==> config.mk <==
export PLATFORM = sky130hd
export DESIGN_NAME = adpll_bbpd_core
export DESIGN_NICKNAME = d
export VERILOG_FILES = /design/src/rtl/adpll_pkg.sv /design/src/rtl/adpll_sync2.sv /design/src/rtl/adpll_bbpd_core.sv
export SDC_FILE = /design/constraint.sdc
export NUM_CORES = 1
export LEC_CHECK = 0
export BUFFER_PORTS_ARGS = -buffer_cell sky130_fd_sc_hd__buf_2
export CAP_MARGIN = 20
export CORE_ASPECT_RATIO = 1.25
export CORE_MARGIN = 3
export CORE_UTILIZATION = 62
export CTS_BUF_LIST = sky130_fd_sc_hd__clkbuf_4
export CTS_CLUSTER_DIAMETER = 30
export DETAILED_ROUTE_END_ITERATION = 6
export PLACE_DENSITY = 0.8
export SETUP_SLACK_MARGIN = 0.3
export SYNTH_ARGS = -nofsm -noshare
export SYNTH_HDL_FRONTEND = slang
export SYNTH_SLANG_ARGS = --single-unit
==> constraint.sdc <==
create_clock -name clk -period 8.8 [get_ports clk]
set_clock_uncertainty 0.2 [all_clocks]
set_input_delay 0.88 -clock clk [delete_from_list [all_inputs] [get_ports clk]]
set_output_delay 0.88 -clock clk [all_outputs]
set_load 0.05 [all_outputs]
==> src/rtl/adpll_pkg.sv <==
// Shared encodings and reset defaults for the bang-bang ADPLL core.
package adpll_pkg;

  // Phase-detector error, two's-complement in 2 bits.
  typedef enum logic [1:0] {
    E_ZERO = 2'b00,
    E_POS  = 2'b01,
    E_NEG  = 2'b11
  } err_t;

  localparam logic [2:0] SEL_KP   = 3'd0;
  localparam logic [2:0] SEL_KI   = 3'd1;
  localparam logic [2:0] SEL_LTHR = 3'd2;
  localparam logic [2:0] SEL_FCW0 = 3'd3;

  localparam int unsigned KP_RST   = 4;
  localparam int unsigned KI_RST   = 1;
  localparam int unsigned LTHR_RST = 16;

  // Bang-bang decision on the sampled NCO phase.
  function automatic err_t bbpd(input logic late, input logic nonzero);
    if (late)
      return E_POS;
    else if (nonzero)
      return E_NEG;
    else
      return E_ZERO;
  endfunction

endpackage

==> src/rtl/adpll_sync2.sv <==
// Two-flop synchroniser for asynchronous pin inputs.
module adpll_sync2 (
  input  logic clk,
  input  logic rst_n,
  input  logic d,
  output logic q
);

  logic meta;

  always_ff @(posedge clk or negedge rst_n) begin
    if (!rst_n) begin
      meta <= 1'b0;
      q    <= 1'b0;
    end else begin
      meta <= d;
      q    <= meta;
    end
  end

endmodule

==> src/rtl/adpll_bbpd_core.sv <==
// ADPLL loop engine: bang-bang PD, PI filter with saturation, clamped NCO,
// lock detector, programmable register file and registered readback.
module adpll_bbpd_core
  import adpll_pkg::*;
#(
  parameter int unsigned      ACC_W   = 16,
  parameter int unsigned      CTRL_W  = 12,
  parameter int unsigned      PGM_W   = 5,
  parameter logic [ACC_W-1:0] FCW_DEF = 16'h1000,
  parameter int unsigned      LCNT_W  = 6
) (
  input  logic             clk,
  input  logic             rst_n,
  input  logic             ena,
  input  logic             ref_in,
  input  logic             clr,
  input  logic             pgm,
  input  logic [2:0]       param_sel,
  input  logic [PGM_W-1:0] pgm_value,
  input  logic             out_sel,
  output logic             nco_clk,
  output logic             fb_clk,
  output logic [PGM_W-1:0] dout,
  output logic             sign,
  output logic             locked
);

  localparam int unsigned SW = ACC_W + 2;
  localparam int unsigned IW = ((CTRL_W > PGM_W) ? CTRL_W : PGM_W) + 2;

  localparam logic signed [SW-1:0] FCW_MAX = {3'b001, {(ACC_W-1){1'b0}}};
  localparam logic signed [SW-1:0] FCW_MIN = SW'(1);
  localparam logic signed [IW-1:0] INT_MAX = {{(IW-CTRL_W+1){1'b0}}, {(CTRL_W-1){1'b1}}};
  localparam logic signed [IW-1:0] INT_MIN = {{(IW-CTRL_W+1){1'b1}}, {(CTRL_W-1){1'b0}}};

  logic ref_s, clr_s, pgm_s;
  logic ref_d, pgm_d;
  logic ref_edge, pgm_edge;

  logic [ACC_W-1:0]         phase;
  logic [ACC_W-1:0]         fcw_nom;
  logic [ACC_W-1:0]         fcw;
  logic signed [CTRL_W-1:0] integ;
  err_t                     e;
  logic [LCNT_W-1:0]        lcnt;
  logic [LCNT_W-1:0]        lthr;
  logic [PGM_W-1:0]         kp;
  logic [PGM_W-1:0]         ki;

  adpll_sync2 u_sync_ref (.clk(clk), .rst_n(rst_n), .d(ref_in), .q(ref_s));
  adpll_sync2 u_sync_clr (.clk(clk), .rst_n(rst_n), .d(clr),    .q(clr_s));
  adpll_sync2 u_sync_pgm (.clk(clk), .rst_n(rst_n), .d(pgm),    .q(pgm_s));

  // Edge detectors run regardless of ena so a freeze does not fabricate edges on resume.
  always_ff @(posedge clk or negedge rst_n) begin
    if (!rst_n) begin
      ref_d <= 1'b0;
      pgm_d <= 1'b0;
    end else begin
      ref_d <= ref_s;
      pgm_d <= pgm_s;
    end
  end

  assign ref_edge = ref_s & ~ref_d;
  assign pgm_edge = pgm_s & ~pgm_d;

  logic signed [SW-1:0] fcw_sum;
  logic signed [SW-1:0] kp_term;

  always_comb begin
    kp_term = '0;
    if (e == E_POS)
      kp_term = $signed({{(SW-PGM_W){1'b0}}, kp});
    else if (e == E_NEG)
      kp_term = -$signed({{(SW-PGM_W){1'b0}}, kp});
    fcw_sum = $signed({2'b00, fcw_nom})
            + $signed({{(SW-CTRL_W){integ[CTRL_W-1]}}, integ})
            + kp_term;
    if (fcw_sum < FCW_MIN)
      fcw = FCW_MIN[ACC_W-1:0];
    else if (fcw_sum > FCW_MAX)
      fcw = FCW_MAX[ACC_W-1:0];
    else
      fcw = fcw_sum[ACC_W-1:0];
  end

  err_t                     e_new;
  logic signed [IW-1:0]     ki_term;
  logic signed [IW-1:0]     integ_sum;
  logic signed [CTRL_W-1:0] integ_next;
  logic                     lock_hit;
  logic [LCNT_W-1:0]        lcnt_inc;

  always_comb begin
    e_new   = bbpd(phase[ACC_W-1], |phase);
    ki_term = '0;
    if (e_new == E_POS)
      ki_term = $signed({{(IW-PGM_W){1'b0}}, ki});
    else if (e_new == E_NEG)
      ki_term = -$signed({{(IW-PGM_W){1'b0}}, ki});
    integ_sum = $signed({{(IW-CTRL_W){integ[CTRL_W-1]}}, integ}) + ki_term;
    if (integ_sum > INT_MAX)
      integ_next = INT_MAX[CTRL_W-1:0];
    else if (integ_sum < INT_MIN)
      integ_next = INT_MIN[CTRL_W-1:0];
    else
      integ_next = integ_sum[CTRL_W-1:0];
    lock_hit = ((e_new == E_POS) && (e == E_NEG)) || ((e_new == E_NEG) && (e == E_POS));
    lcnt_inc = (lcnt == '1) ? lcnt : lcnt + LCNT_W'(1);
  end

  // Loop state; the old gains are used on a cycle that also carries a write.
  always_ff @(posedge clk or negedge rst_n) begin
    if (!rst_n) begin
      phase  <= '0;
      integ  <= '0;
      e      <= E_ZERO;
      lcnt   <= '0;
      locked <= 1'b0;
    end else if (ena) begin
      if (clr_s) begin
        phase  <= '0;
        integ  <= '0;
        e      <= E_ZERO;
        lcnt   <= '0;
        locked <= 1'b0;
      end else begin
        phase  <= phase + fcw;
        locked <= (lcnt >= lthr);
        if (ref_edge) begin
          e     <= e_new;
          integ <= integ_next;
          lcnt  <= lock_hit ? lcnt_inc : '0;
        end
      end
    end
  end

  logic [2:0]       slice_k;
  logic [ACC_W-1:0] slice_mask;
  logic [ACC_W-1:0] slice_data;

  // fcw_nom is written PGM_W bits at a time; bits shifted past ACC_W simply fall off.
  always_comb begin
    slice_k    = param_sel - SEL_FCW0;
    slice_mask = ACC_W'({PGM_W{1'b1}}) << (int'(slice_k) * PGM_W);
    slice_data = ACC_W'(pgm_value) << (int'(slice_k) * PGM_W);
  end

  always_ff @(posedge clk or negedge rst_n) begin
    if (!rst_n) begin
      kp      <= PGM_W'(KP_RST);
      ki      <= PGM_W'(KI_RST);
      lthr    <= LCNT_W'(LTHR_RST);
      fcw_nom <= FCW_DEF;
    end else if (ena && !clr_s && pgm_edge) begin
      case (param_sel)
        SEL_KP:   kp   <= pgm_value;
        SEL_KI:   ki   <= pgm_value;
        SEL_LTHR: lthr <= LCNT_W'(pgm_value);
        default:  fcw_nom <= (fcw_nom & ~slice_mask) | slice_data;
      endcase
    end
  end

  logic [PGM_W-1:0]  rb_reg;
  logic [CTRL_W-1:0] integ_abs;
  logic              unused_abs;

  always_comb begin
    case (param_sel)
      SEL_KP:   rb_reg = kp;
      SEL_KI:   rb_reg = ki;
      SEL_LTHR: rb_reg = PGM_W'(lthr);
      default:  rb_reg = PGM_W'(fcw_nom >> (int'(slice_k) * PGM_W));
    endcase
    integ_abs = integ[CTRL_W-1] ? -integ : integ;
  end

  assign unused_abs = ^integ_abs;

  always_ff @(posedge clk or negedge rst_n) begin
    if (!rst_n) begin
      dout <= '0;
      sign <= 1'b0;
    end else if (ena) begin
      if (out_sel) begin
        dout <= rb_reg;
        sign <= locked;
      end else begin
        dout <= integ_abs[CTRL_W-2 -: PGM_W];
        sign <= integ[CTRL_W-1];
      end
    end
  end

  assign nco_clk = phase[ACC_W-1];

  always_ff @(posedge clk or negedge rst_n) begin
    if (!rst_n)
      fb_clk <= 1'b0;
    else
      fb_clk <= nco_clk;
  end

endmodule

Word level (Yosys, flattened, before mapping)
Index checks and enable logic that the tools add are counted.
{ "word_totals": {"register_bits": 83, "inputBits": 15, "elab_cells": 94} }
{ "classes": {"addsub": 9, "n_mul": 1, "magnitude_cmp": 5, "n_eq_ne": 8, "n_shift": 3, "n_mux": 24, "n_bitwise": 8, "reduce_logical": 16} }
{ "op_table": {"columns": ["operator", "n"], "rows": [
  ["2-to-1 mux 12 bit", 4],
  ["2-to-1 mux 16 bit", 3],
  ["2-to-1 mux 18 bit", 2],
  ["2-to-1 mux 14 bit", 2],
  ["2-to-1 mux 6 bit", 4],
  ["adder 17 x 12 -> 18 bit", 1],
  ["adder 18 bit", 1],
  ["greater-than comparator 18 x 17 -> 1 bit (second input constant)", 1],
  ["less-than comparator 18 x 2 -> 1 bit (second input constant)", 1],
  ["negator 5 -> 18 bit", 1],
  ["adder 16 bit", 1],
  ["AND 16 bit", 1],
  ["inverter 16 bit", 1],
  ["OR 16 bit", 1],
  ["OR reduction 16 bit", 1],
  ["left shift 5 x 6 -> 16 bit", 1],
  ["left shift 5 x 6 -> 16 bit (first input constant)", 1],
  ["right shift 16 x 6 -> 5 bit", 1],
  ["case mux 5 bit (3 select lines)", 1],
  ["adder 12 x 14 -> 14 bit", 1],
  ["greater-than comparator 14 x 12 -> 1 bit (second input constant)", 1],
  ["less-than comparator 14 x 12 -> 1 bit (second input constant)", 1],
  ["negator 5 -> 14 bit", 1],
  ["2-to-1 mux 11 bit", 1],
  ["other kinds (24)", 40]
]} }

Longest topological paths before layout
Gate-level depths: netlist of run 1.
{ "depth": {"ltp_word": 12, "ltp_mapped": 27, "depth_no_buf": 27} }

Hierarchy
From an unflattened synthesis of run 1, not the netlist that was laid out.
{ "hier_totals": {"cells_unflattened": 707, "area_unflattened_um2": 6696.4} }
{ "modules_own_cells": {"columns": ["module", "instances", "cells_per_inst", "area_each_um2", "seq_area_each_um2"], "rows": [
  ["adpll_bbpd_core", 1, 701, 6546.3, 1931.9],
  ["adpll_sync2", 3, 2, 50.0, 50.0]
]} }

Least setup slack after synthesis of run 1
Ideal clock, no wire load.
{ "synth_path": {"path_kind": "register to register", "startpoint": "register kp[0]", "endpoint": "register phase[14]", "setup_ps": 120, "arrival_time_ps": 5545, "required_ps": 8480, "slack_ps": 2934, "stages_incl_launch_ff": 28, "path_buffers": 0, "synth_period_minus_slack_ps": 5866, "cell_sequence": "dfrtp_1 inv_1 ha_1 nor3b_1 ha_1 mux2i_1 nor2b_1 fa_1 ha_1 nor4_1 o21a_2 nor3_1 or4b_4 o311ai_4 and2_1 nand2_1 o21ai_0 ha_1 inv_1 fa_1 nor2b_1 o21ai_0 a21boi_0 o21ai_0 a21oi_1 a211oi_1 or3_1 a41o_1"} }
{ "synth_between": {"elab_chain_cells": 9, "word_cells_on_any_way": 10, "cone_classes": "add/sub: 3; order compare: 2; mux: 5"} }
{ "synth_rtl": {"columns": ["item", "line_no", "source"], "rows": [
  ["start: declaration", "adpll_bbpd_core.sv:47", "logic [PGM_W-1:0] kp;"],
  ["start signal: assignment", "adpll_bbpd_core.sv:153", "kp <= PGM_W'(KP_RST);"],
  ["start signal: assignment", "adpll_bbpd_core.sv:159", "SEL_KP: kp <= pgm_value;"],
  ["negator 5 -> 18 bit", "adpll_bbpd_core.sv:76", "kp_term = -$signed({{(SW-PGM_W){1'b0}}, kp});"],
  ["2-to-1 mux 18 bit", "adpll_bbpd_core.sv:75", "else if (e == E_NEG)"],
  ["2-to-1 mux 18 bit *", "adpll_bbpd_core.sv:73", "if (e == E_POS)"],
  ["adder 18 bit *", "adpll_bbpd_core.sv:79", "+ kp_term;"],
  ["greater-than comparator 18 x 17 -> 1 bit", "adpll_bbpd_core.sv:82", "else if (fcw_sum > FCW_MAX)"],
  ["2-to-1 mux 16 bit", "adpll_bbpd_core.sv:82", null],
  ["2-to-1 mux 16 bit *", "adpll_bbpd_core.sv:80", "if (fcw_sum < FCW_MIN)"],
  ["adder 16 bit *", "adpll_bbpd_core.sv:129", "phase <= phase + fcw;"],
  ["2-to-1 mux 16 bit *", "adpll_bbpd_core.sv:122", "if (clr_s) begin"],
  ["end signal: assignment", "adpll_bbpd_core.sv:129", null],
  ["end: declaration", "adpll_bbpd_core.sv:40", "logic [ACC_W-1:0] phase;"]
]} }
Every way passes the cells marked *; elsewhere a longest branch is shown, timed or not.
A chain may end at the register's enable or synchronous reset.

Worst setup path after layout of run 1
{ "layout_path": {"startpoint": "register kp[2]", "endpoint": "register phase[14]"} }
The elaborated chain is that of the path after synthesis.

==> flow_results.org, run 1 <==
** Routing
- The count of nets left with antenna violations once routing finished came out at 0.
- In the final routed layout, each cell accounts on average for 19.6 um.
- After detailed routing, the total wire length is 16.9 mm.
- The first detailed-routing pass took 6 iterations.
- In this run, the number of DRC markers left after iteration 0 of detailed routing was 391.
- Across all layers, the routed design uses 5,718 vias.
- Dividing the detail-routed via count by the number of cells gives 6.62.
- Post-route DRC violation count :: 0

** Global route
- Global routing used 29.0% of the available tracks.
- The via count of the first global-routing pass came to 5,856.
- Entering global routing, the biggest net connects 84 pins.
- GRT overflow :: 0
- Initial antenna violation count :: 1
- The first global-routing pass estimated 27.8 mm of wire.

** Critical path
- Nature of the critical path endpoint :: flop
- Counting both buffers and inverters, the worst setup path holds a total of 1.
- Category of the worst setup path launch point :: flop
- Walking the worst path, the cells encountered are nor4_1 -> a21oi_1 -> fa_1 -> ha_1 -> o21ai_1 -> a211o_1 -> nor3_1 -> nor2_1 -> o311ai_4 -> and2_1 -> nand2_1 -> o21ai_0 -> ha_1 -> inv_1 -> fa_1 -> nor2b_1 -> o21ai_0 -> a21boi_0 -> o21ai_0 -> a21oi_1 -> a211oi_1 -> or3_1 -> a41o_1.
- Highest cell delay on the worst timing path :: 0.63 ns
- Peak fanout along the critical path :: 6
- The most numerous cell type found on the critical path is sky130_fd_sc_hd__o21ai_0.
- STA puts the critical path data arrival time at 6.86 ns.
- Largest delay share family, worst path :: compound AO/OA/AOI/OAI gates
- Setup CP Type :: flop to flop
- Cell with the largest stage delay on the worst path :: sky130_fd_sc_hd__dfstp_2
- At the worst endpoint, the required time is 8.97 ns.

** Power and ir drop
- Internal Power :: 0.00112 W
- Net switching is 48.6% of the power.
- Sequential cells burn 27.7% of the power.
- In this run the static leakage power is 3.28 nW.
- In this run the power density over the cells is 306 nW/um2.
- IR analysis of the VDD net gives a maximum drop of 0.262 mV.
- For this design the total switching power over the nets is 0.00106 W.
- Combinational logic is responsible for 61.8% of the overall power.
- The clock network is responsible for 10.5% of the overall power.

** Clock network
- Cts-stage hold buffer count :: 0
- In this run the deepest clock path goes through 2 buffers.
- The tree is rooted in a sky130_fd_sc_hd__clkbuf_4.
- Clock transition at the registers of the reported paths :: 0.14 ns
- TritonCTS built the clock tree.
- CTS sink count :: 83
- The clock tree synthesis step divided the H-tree into 3 levels.
- Clk_lat worst skew :: 0.46 ns
- After clock tree synthesis, the setup repair step added 0 buffers.
- The number of clock buffers added by TritonCTS is 9.
- Post-CTS sizing :: 0

** Min path
- The min-delay analysis places its worst path in the category primary input to async pin.

** Placement
- Half-perimeter wire length after detailed placement :: 13.1 mm
- Once placement finished, the instance area stood at 6960 um2.
- Port Buf Inserts :: 23
- Routability cong. :: 0.960

** Status
- The run finished with clean final reports.

** Synth
- In this run, synthesis produced a sequential element count of 83.
- Netlist cell types :: 74
- Cells after Synth :: 708
- Syn. warnings :: 0
- Sequential element share of the synthesized area :: 30.8%
- In this run the cell area of the synthesized design comes to 6760 um2.
- Number of enable flip-flop cells after synthesis :: 0
- Mean area per synthesized cell :: 9.55 um2
- Most frequently used flop master after synthesis :: sky130_fd_sc_hd__dfrtp_1
- Nets in the synthesized netlist :: 802
- For this run, asynchronously set or reset flops after synthesis account for 100%.

** Floorplan
- Std-Cell Rows :: 42
- Placeable core area :: 10,600 um2
- I/O pin count :: 24
- Die H :: 123 um
- Die X :: 99.4 um
- Starting utilization of the core area :: 63.7%
- Die area :: 12,200 um2

** Final layout
- Layout-stage area growth over the synthesis result :: 5.31%
- The finished cells cover 7120 um2.
- The library cell used most frequently in the layout, excluding fill and tap cells, is sky130_fd_sc_hd__dfrtp_1.
- Share of cells above drive strength 1 :: 12.2%
- For this run, the post-layout net count is 821.
- The library cells used most frequently in the layout, excluding fill and tap cells, are 79 x sky130_fd_sc_hd__dfrtp_1, 60 x sky130_fd_sc_hd__ha_1, 55 x sky130_fd_sc_hd__nand2_1.

** Job
- The tool flagged a number of max-cap violations equal to 0.

** STA
- Setup violations remaining at the end of the flow were counted as 0.
- Measured against its own limit, the worst slew margin works out to 26.5%.
- Slew at the pin closest to its max-slew limit :: 1.10 ns
- Setup repair after global routing left no endpoint under its margin.
- Max Slew Vio Count :: 0
- For the finished layout, the period the worst path requires is 6.70 ns.
- For this run, the top clock speed supported by timing is 149 MHz.
- Adding up every negative setup slack in the final design gives 0 ns.
- Endpoints failing hold :: 0
- The worst path uses 76.1% of the clock period.
## power groups by stage
stage / clock (W) / sequential [W] / combinational [W]
final: 0.000228 / 0.000604 / 0.00134
after global routing: 0.000246 / 0.000615 / 0.00150
after CTS: 0.000231 / 0.000600 / 0.00134
after detailed placement: 0 / 0.000607 / 0.00133
after global placement: 0 / 0.000605 / 0.00127
after floorplan: 0 / 0.000596 / 0.00105
## cell usage after synthesis, drive strengths merged (9+ instances only)
cell type	instances	area [um2]
mux2i	10	100
mux2	20	229
a21o	12	90.1
ha	60	751
nand2	55	206
o211ai	11	87.6
xor2	18	158
buf	10	67.6
inv	49	184
xnor2	25	219
a211oi	12	100
dfrtp	79	1980
nand3	10	50.1
nor2	42	158
nor4	11	100
and2	9	56.3
a21oi	35	179
nand2b	9	56.3
a22o	18	158
nor3	19	95.1
o22ai	9	56.3
o311ai	12	145
o21ai	38	190
nor2b	14	87.6
fa	19	380
## flip-flops by register name, indices dropped and copies added (netlist names), 2 cells and up
signal,count
lcnt,6
kp,5
integ,12
lthr,5
ki,5
fcw_nom,16
e,2
dout,5
phase,16
## path summary, 6_finish.rpt
kind,slack (ns),startpoint,endpoint,cells past startpoint
max in group asynchronous,7.55,rst_n,ki[0],2
worst min-delay path,0.17,rst_n,phase[10],1
worst min register to register,0.17,u_sync_clr.meta,u_sync_clr.q,0
worst max register to register,2.10,kp[2],phase[14],23
min in group clk,0.17,u_sync_clr.meta,u_sync_clr.q,0
worst max-delay path,2.10,kp[2],phase[14],23
## per-stage QoR
stage,hold WS [ns],utilization (%),worst slack [ns],instances,power (W)
after floorplan,0.131,-,2.93,708,0.00164
after CTS,0.170,66.9,2.18,862,0.00217
final,0.166,67.1,2.10,864,0.00218
after global placement,0.136,65.6,2.55,847,0.00188
after global routing,0.185,67.1,1.60,864,0.00236
after detailed placement,0.139,65.6,2.25,847,0.00194
## cell families after synthesis
family / count (synthesis) / synth area share [%]
xor gates and xnor gates: 43 / 5.57
AOI/OAI and AO/OA: 197 / 21.0
DFF: 83 / 30.8
buffers and inverters: 67 / 4.16
muxes: 31 / 5.20
adders and majority gates: 79 / 16.7
and+or+nand+nor: 208 / 16.6
## area by class of cell
type | count | area [um2]
Multi-Input combinational cell | 558 | 4400
Clock buffer | 11 | 82.6
Clock inverter | 4 | 53.8
Fill cell | 860 | 3500
Tap cell | 132 | 165
Antenna cell | 1 | 2.50
Sequential cell | 83 | 2080
Inverter | 49 | 184
Timing Repair Buffer | 26 | 153
## worst reg2reg max path, cell delays in order (launching register included)
cell                       delay (ns)
sky130_fd_sc_hd__dfstp_2         0.63
sky130_fd_sc_hd__nor4_1          0.09
sky130_fd_sc_hd__a21oi_1         0.56
sky130_fd_sc_hd__fa_1            0.54
sky130_fd_sc_hd__ha_1            0.38
sky130_fd_sc_hd__o21ai_1         0.13
sky130_fd_sc_hd__a211o_1         0.35
sky130_fd_sc_hd__nor3_1          0.32
sky130_fd_sc_hd__nor2_1          0.16
sky130_fd_sc_hd__o311ai_4        0.37
sky130_fd_sc_hd__and2_1          0.20
sky130_fd_sc_hd__nand2_1         0.05
sky130_fd_sc_hd__o21ai_0         0.17
sky130_fd_sc_hd__ha_1            0.23
sky130_fd_sc_hd__inv_1           0.07
sky130_fd_sc_hd__fa_1            0.38
sky130_fd_sc_hd__nor2b_1         0.16
sky130_fd_sc_hd__o21ai_0         0.11
sky130_fd_sc_hd__a21boi_0        0.29
sky130_fd_sc_hd__o21ai_0         0.17
sky130_fd_sc_hd__a21oi_1         0.30
sky130_fd_sc_hd__a211oi_1        0.14
sky130_fd_sc_hd__or3_1           0.36
sky130_fd_sc_hd__a41o_1          0.24
## metal layers
metal | vias up | routed length, um | part of all wire [%] | track usage (%)
met5 | - | 0 | 0 | 0
met4 | 0 | 1000 | 5.9 | 18.2
met3 | 73 | 1060 | 6.2 | 5.91
met2 | 211 | 8310 | 49 | 49.1
met1 | 2776 | 6560 | 39 | 33.5
li1 | 2658 | - | - | -
No activity file was read; power rests on OpenSTA's default activity.
==> inputs of run 2 (changes only) <==
--- a/config.mk
+++ b/config.mk
@@ -5,6 +5,7 @@
 export SDC_FILE = /design/constraint.sdc
 export NUM_CORES = 1
 export LEC_CHECK = 0
+export ABC_AREA = 1
 export BUFFER_PORTS_ARGS = -buffer_cell sky130_fd_sc_hd__buf_2
 export CAP_MARGIN = 20
 export CORE_ASPECT_RATIO = 1.25
==> constraint.sdc (replaced) <==
create_clock -name clk -period 6.2 [get_ports clk]
set_clock_uncertainty 0.2 [all_clocks]
set_input_delay 0.62 -clock clk [delete_from_list [all_inputs] [get_ports clk]]
set_output_delay 0.62 -clock clk [all_outputs]
set_load 0.05 [all_outputs]
==> run 2 against run 1 <==
First-iteration DRC count is 12% higher; sequential power is 31% higher; register-to-register slack got worse by 1.3 ns; combinational power is 90% higher; largest power group unchanged; synthesized cell count up 46%; fmax grew 23%; worst setup slack got worse by 1.3 ns; global-route usage is 1.6 points higher.
==> flow_results.org, run 2 <==
** Synth
- Netlist cell types :: 42
- Nets in the synthesized netlist :: 1,130
- The Yosys step of the flow raised 0 warnings.
- Leading cell type by number of instances after synthesis :: sky130_fd_sc_hd__nand2_1
- Sequential cells were found to cover 28.9% of the synthesized design area.
- Biggest area contributors in the synthesized netlist :: sky130_fd_sc_hd__dfrtp_1 27%, sky130_fd_sc_hd__nand2_1 15%, sky130_fd_sc_hd__ha_1 10%
- Number of enable flip-flop cells after synthesis :: 0
- The largest total area in the synthesized netlist belongs to sky130_fd_sc_hd__dfrtp_1.
- In this run, synthesis produced a sequential element count of 83.
- Among all flip-flop cells after synthesis, the most frequent one is sky130_fd_sc_hd__dfrtp_1.
- Cells after Synth :: 1,036
- Area share of the largest cell type after synthesis :: 27.4%
- The commonest cells after synthesis are 292 x sky130_fd_sc_hd__nand2_1, 154 x sky130_fd_sc_hd__inv_1, 80 x sky130_fd_sc_hd__o21ai_0.
- For this run, asynchronously set or reset flops after synthesis account for 100%.
- Mean area per synthesized cell :: 6.96 um2
- Summed instance area of the synthesized netlist :: 7210 um2

** STA
- Across all hold checks on the routed design, the worst slack comes to 0.0656 ns.
- Fin crit period :: 5.43 ns
- Of the available clock period, the critical path in the final layout requires 87.5%.
- Worst slew slack as a fraction of its limit :: 29.2%
- Slew at the pin closest to its max-slew limit :: 1.06 ns
- The total count of max-transition violations in the final report was 0.
- Setup violations remaining at the end of the flow were counted as 0.
- Setup repair after global routing left no endpoint under its margin.
- Maximum operating frequency :: 184 MHz
- Setup total negative slack on the finished layout was measured at 0 ns.
- Endpoints failing hold :: 0

** Final layout
- Most frequent standard cell in the layout excluding fill and tap cells :: sky130_fd_sc_hd__nand2_1
- Top library cells by usage in the layout, fill and taps aside :: 292 x sky130_fd_sc_hd__nand2_1, 154 x sky130_fd_sc_hd__inv_1, 79 x sky130_fd_sc_hd__o21ai_0, 79 x sky130_fd_sc_hd__dfrtp_1, 70 x sky130_fd_sc_hd__a21oi_1
- Layout-stage area growth over the synthesis result :: 5.20%
- Share of cells above drive strength 1 :: 8.09%
- Post-Layout Cell Count :: 1,198
- Final-stage net count :: 1,153
- 0 antenna diodes ended up in the layout.
- The largest registers in the layout are fcw_nom (16), phase (16), integ (12).

** Routing
- Vias per inst :: 5.67
- First-pass iteration count of the detailed router :: 5
- Number of vias after detailed routing :: 6,792
- For this run, design rule violations remaining after detail routing come to 0.
- Routed wire length :: 18.8 mm
- Wirelength per Cell :: 15.7 um
- The count of nets left with antenna violations once routing finished came out at 0.
- Initial detailed-routing violation count :: 438

** Global route
- Via count of the first global-routing pass :: 6,418
- Across every metal layer, demand over resource in global routing totals 30.7%.
- The first global-routing pass estimated 31.0 mm of wire.
- Maximum number of pins on one net before global-route repair :: 67
- The initial antenna violation count was 0.
- For this run the aggregate overflow at the end of global routing stands at 0.

** Critical path
- In this run the critical register-to-register path is launched from kp[0].
- Endpoint of the worst register-to-register path :: phase[9]
- The setup check on the worst reg-to-reg path leaves a slack of 0.77 ns.
- Category of the worst setup path launch point :: flop
- Highest cell delay on the worst timing path :: 0.45 ns
- Setup CP Type :: flop to flop
- Number of cells traversed by the worst register-to-register path :: 31
- Along the worst path, the maximum fanout reaches 14.
- The critical path ends at phase[9].
- At the worst endpoint, the arrival time is 5.56 ns.
- Tracing the worst setup path back leads to its startpoint at kp[0].
- Crit path top cell by count :: sky130_fd_sc_hd__nand2_1
- Nature of the critical path endpoint :: flop
- On the critical path, the stage with the largest delay is an instance of sky130_fd_sc_hd__fa_1.
- At the worst endpoint, the required time is 6.33 ns.

** Floorplan
- Die X :: 102 um
- Die area :: 13,000 um2
- Placeable core area :: 11,200 um2
- I/O pin count :: 24
- In this run the core area contains 43 standard-cell rows.
- The floorplan step set the die height to 127 um.
- Starting utilization of the core area :: 64.1%

** Clock network
- CTS sink count :: 83
- Clock transition at the registers of the reported paths :: 0.14 ns
- TritonCTS built the clock tree.
- The clock passes through at most 2 buffers.
- CTS built an H-tree with a depth of 3.
- Root Buffer :: sky130_fd_sc_hd__clkbuf_4
- The clock reaches the later pin of the worst-skew pair after 0.46 ns.
- Buffers added to address setup during post-CTS repair amount to 0.
- Total CTS buffers :: 9

** Power and ir drop
- The clock network burns 8.7% of the power.
- The analysis attributes to net switching a power of 0.00200 W.
- VDD IR max :: 0.207 mV
- Combinational logic burns 69.6% of the power.
- Proportion of power drawn by flip-flops and latches :: 21.6%
- Switching part of the total :: 54.8%
- Power Dens Cells :: 482 nW/um2
- Static leakage :: 4.10 nW
- The internal portion of the total power is 0.00165 W.

** Placement
- Half-perimeter wire length after detailed placement :: 15.1 mm
- Routability-driven placement finished with a final weighted congestion of 0.983.
- Including well taps, the total number of placed cells is 1,182.
- Port Buf Inserts :: 23

** Min path
- The startpoint identified for the worst hold timing path is pgm.
- The path class of the tightest hold or removal check is primary input to flop.

** Job
- Max-cap check violation count :: 0

** Status
- Outcome :: finished, final reports clean
run 2: changes by cell type in the layout (fill, tap and decap cells not counted), moves of 25 or more:
cell	change
sky130_fd_sc_hd__nor2_1	+25
sky130_fd_sc_hd__nand3_1	+44
sky130_fd_sc_hd__a21oi_1	+36
sky130_fd_sc_hd__inv_1	+105
sky130_fd_sc_hd__nand2_1	+237
sky130_fd_sc_hd__o21ai_0	+43
run 2: cell type report:
| type | instances | area [um2] |
|---|---|---|
| clock buffer | 10 | 75.1 |
| clock inverter | 5 | 55.1 |
| fill | 1001 | 3660 |
| inverter | 165 | 619 |
| multi-input combinational | 774 | 4440 |
| sequential | 83 | 2080 |
| tap | 135 | 169 |
| timing repair buffer | 26 | 143 |
run 2: metrics by stage:
| step | cell area [um2] | utilization [%] | power, W | worst slack, ns |
|---|---|---|---|---|
| after CTS | 7580 | 67.4 | 0.00362 | 0.721 |
| final | 7590 | 67.5 | 0.00365 | 0.773 |
| after global routing | 7590 | 67.5 | 0.00406 | 0.307 |
| after global placement | 7440 | 66.1 | 0.00325 | 0.881 |
| after detailed placement | 7440 | 66.1 | 0.00329 | 0.759 |
| after floorplan | 7210 | - | 0.00275 | 1.43 |
run 2: worst min-delay path by stage:
| stage | end | slack (ns) | cells after the start |
|---|---|---|---|
| 2_1_floorplan | dout[0] | 0.12 | 0 |
| 3_3_place_gp | u_sync_clr.q | 0.13 | 0 |
| 3_5_place_dp | u_sync_pgm.q | 0.15 | 0 |
| 4_1_cts | u_sync_pgm.meta | 0.04 | 1 |
| 5_1_grt | u_sync_ref.meta | 0.04 | 1 |
| 6_report | u_sync_pgm.meta | 0.07 | 1 |
run 2: routing by layer:
metal  wire (um)  vias to the layer above  share of wire, %  GRT usage, %
met5           0                        -                 0             0
met4         682                        0               3.6          12.2
li1            -                     3409                 -             -
met3         977                       51               5.2          3.63
met2        9330                      228                49          52.1
met1        7860                     3104                42          39.3
run 2: power groups by stage:
stage               registers, W  clock network [W]  logic [W]
finish                  0.000791           0.000318    0.00254
floorplan               0.000788                  0    0.00196
detailed placement      0.000801                  0    0.00249
CTS                     0.000789           0.000325    0.00251
global route            0.000803           0.000349    0.00290
global placement        0.000798                  0    0.00245
run 2: timing repair:
action	CTS	global route
hold endpoints to repair	17	0
gates resized for setup	0	4
hold buffers	1	0
setup endpoints to repair	0	5
run 2: cell families (layout without fill, tap and decap cells):
kind of cell	Yosys count	in the layout	synth area share [%]
buffers and inverters	179	206	9.65
AND/OR/NAND/NOR	485	485	29.2
XOR/XNOR	21	21	2.65
AO/OA/AOI/OAI	189	189	14.0
flip-flops	83	83	28.9
adder cells (fa/ha/maj)	79	79	15.7
run 2: critical path: cells and delay by family (launching register included):
| kind | cells | cell delay (ns) |
|---|---|---|
| AND/OR/NAND/NOR | 19 | 2.37 |
| adder cells (fa/ha/maj) | 5 | 1.53 |
| buffers and inverters | 2 | 0.17 |
| flip-flops | 1 | 0.44 |
| AO/OA/AOI/OAI | 5 | 0.57 |
==> inputs of run 3 (changes only) <==
--- a/config.mk
+++ b/config.mk
@@ -11,7 +11,7 @@
 export CORE_ASPECT_RATIO = 1.25
 export CORE_MARGIN = 3
 export CORE_UTILIZATION = 62
-export CTS_BUF_LIST = sky130_fd_sc_hd__clkbuf_4
+export CTS_BUF_LIST = sky130_fd_sc_hd__clkbuf_8 sky130_fd_sc_hd__clkbuf_16
 export CTS_CLUSTER_DIAMETER = 30
 export DETAILED_ROUTE_END_ITERATION = 6
 export PLACE_DENSITY = 0.8
==> run 3 against run 2 <==
Global-route usage increased by 0.73 points; sequential power increased by 0.5%; routed wire length rose by 1.7%; critical path depth unchanged; count of clock-buffer cells in the layout is the same; die area unchanged; clock power is 70% higher; core utilization grew 1.5 points; combinational power about the same; highest routed layer unchanged; design area increased by 2.2%; cell count is the same.
==> flow_results.org, run 3 (same netlist as run 2, synthesis figures left out) <==
** Power and ir drop
- Share of total power in the clock network :: 13.9%
- The share of total power dissipated in sequential elements is 20.4%.
- Net switching is 52.5% of the power.
- Proportion of power drawn by combinational gates :: 65.6%
- Across the VDD grid, the largest voltage drop is 0.214 mV.
- After layout, the design draws a total of 0.00389 W.
- For this design the static power due to leakage is 4.17 nW.
- Power Dens Cells :: 502 nW/um2
- Internal power comes to 0.00185 W.
- P_sw :: 0.00204 W

** Global route
- Summed over all layers, the global routing overflow is 0.
- Via count of the first global-routing pass :: 6,581
- The initial antenna violation count is 0.
- Wire length of the first global-routing pass :: 31.7 mm
- Global routing consumed, over all layers together, 31.4% of the routing resources.
- Maximum number of pins on one net before global-route repair :: 67

** Critical path
- The number of buffers and inverters on the critical path is 2.
- Peak fanout along the critical path :: 14
- CP Data Required Time :: 6.21 ns
- Crit path top cell by count :: sky130_fd_sc_hd__nand2_1
- By startpoint and endpoint, the worst setup path is classified as flop to flop.
- The worst setup path is launched from a flop.
- On the worst path, the slowest cell contributes a delay of 0.45 ns.
- Nature of the critical path endpoint :: flop
- The slowest stage of the critical path is the sky130_fd_sc_hd__fa_1 cell.
- CP Data Arrival Time :: 5.44 ns
- Largest delay share family, worst path :: simple AND/OR/NAND/NOR gates

** Placement
- Post-place setup slack :: 0.759 ns
- Detailed placement ended at an HPWL of 15.1 mm.
- Routability cong. :: 0.983
- The number of placed instances, taps included, is 1,182.
- Port Buf Inserts :: 23

** STA
- Maximum operating frequency :: 184 MHz
- In this run the tightest slew margin relative to its limit is 29.6%.
- Total setup violations reported at the end of the flow :: 0
- The routed design could run at a clock period as short as 5.43 ns.
- Max Slew Vio Count :: 0
- Setup repair after global routing missed its margin :: no
- Endpoints failing hold :: 0
- Setup WS post-layout :: 0.773 ns
- After routing, the total negative slack on setup checks comes to 0 ns.
- For the pin with the worst max-slew slack, the measured transition is 1.05 ns.
- Fin crit share :: 87.5%

** Clock network
- Max Root-Sink Buffers :: 2
- Clock tree synthesis inserted a total of 9 buffers.
- In this run the post-CTS setup repair buffer count came out at 0.
- TritonCTS built the clock tree.
- Root Buffer :: sky130_fd_sc_hd__clkbuf_16
- For this design, the sink count on the clock tree is 83.
- H-tree level count :: 3
- Clock-pin slew was measured on the worst setup and hold paths at 0.06 ns.
- The later pin in the worst-skew pair is clocked with a latency of 0.35 ns.

** Floorplan
- Die area :: 13,000 um2
- Die H :: 127 um
- The floorplan has 43 rows.
- Starting utilization of the core area :: 64.1%
- Placeable core area :: 11,200 um2
- Measured along the x axis, the die boundary spans 102 um.
- 24 I/O pins were placed.

** Routing
- Vias per inst :: 5.71
- The detail route stage leaves a number of antenna-violating nets equal to 0.
- Routed wire length :: 19.2 mm
- The first detailed-routing pass took 5 iterations.
- Initial detailed-routing violation count :: 430
- Number of vias after detailed routing :: 6,843
- Wirelength per Cell :: 16.0 um
- Post-route DRC violation count :: 0

** Status
- The run finished with clean final reports.

** Final layout
- Post-Route Utilization :: 68.9%
- Filler Cell Count :: 961
- Share of cells above drive strength 1 :: 8.09%
- Ant. Diodes :: 0
- At the end of the flow, the number of nets in the layout was 1,153.
- In the final layout, the registers with the most flip-flops are fcw_nom (16), phase (16), integ (12).
- The library cell used most frequently in the layout, excluding fill and tap cells, is sky130_fd_sc_hd__nand2_1.
- The area growth from synthesis to layout is 7.48%.
- In the layout the commonest cells are 292 x sky130_fd_sc_hd__nand2_1, 155 x sky130_fd_sc_hd__inv_1, 79 x sky130_fd_sc_hd__o21ai_0, 79 x sky130_fd_sc_hd__dfrtp_1, 70 x sky130_fd_sc_hd__a21oi_1.
- Summing all multi-input logic gate instances after layout gives 4440 um2.
- Across the whole layout, storage elements account for 2080 um2.
- After the flow finishes, the layout carries non-filler instances totaling 1,198.

** Job
- The tool flagged a number of max-cap violations equal to 0.

** Min path
- The worst hold path belongs to the class flop to flop.
[run 3: layer usage]
metal / vias to the layer above / routed length, um / track usage, %
met5: - / 0 / 0
met4: 0 / 780 / 13.3
met3: 67 / 980 / 4.57
met2: 250 / 9570 / 52.9
met1: 3117 / 7840 / 39.8
li1: 3409 / - / -
[run 3: what timing repair did]
item,CTS,global route
setup endpoints to repair,0,4
endpoints found under the hold margin,17,0
resized for setup,0,4
hold buffers,1,0
[run 3: per-stage QoR]
step | instance area (um2) | hold WS (ns)
detailed placement | 7440 | 0.146
global placement | 7440 | 0.134
finish | 7750 | 0.157
global route | 7750 | 0.164
CTS | 7740 | 0.158
floorplan | 7210 | 0.124
[run 3: final timing paths]
check | from | cells after the start | slack (ns) | end
setup / recovery | kp[0] | 31 | 0.77 | phase[9]
hold / removal | u_sync_pgm.meta | 0 | 0.16 | u_sync_pgm.q
setup reg to reg | kp[0] | 31 | 0.77 | phase[9]
hold reg to reg | u_sync_pgm.meta | 0 | 0.16 | u_sync_pgm.q
max in group asynchronous | rst_n | 3 | 4.22 | integ[2]
min in group asynchronous | rst_n | 2 | 0.49 | fb_clk
[run 3: power by group through the flow]
stage	logic [W]	registers, W	clock network, W
after floorplan	0.00196	0.000788	0
after global placement	0.00245	0.000798	0
after detailed placement	0.00249	0.000801	0
after CTS	0.00251	0.000792	0.000545
after global routing	0.00291	0.000805	0.000573
final	0.00255	0.000795	0.000542
[run 3: cell type report]
type | count | area share (%)
clock inverters | 5 | 0.710
clock buffers | 10 | 3.08
flip-flops and latches | 83 | 26.9
well taps | 135 | 2.18
repair buffers | 26 | 1.84
multi-input cells | 774 | 57.3
inverters | 165 | 7.99
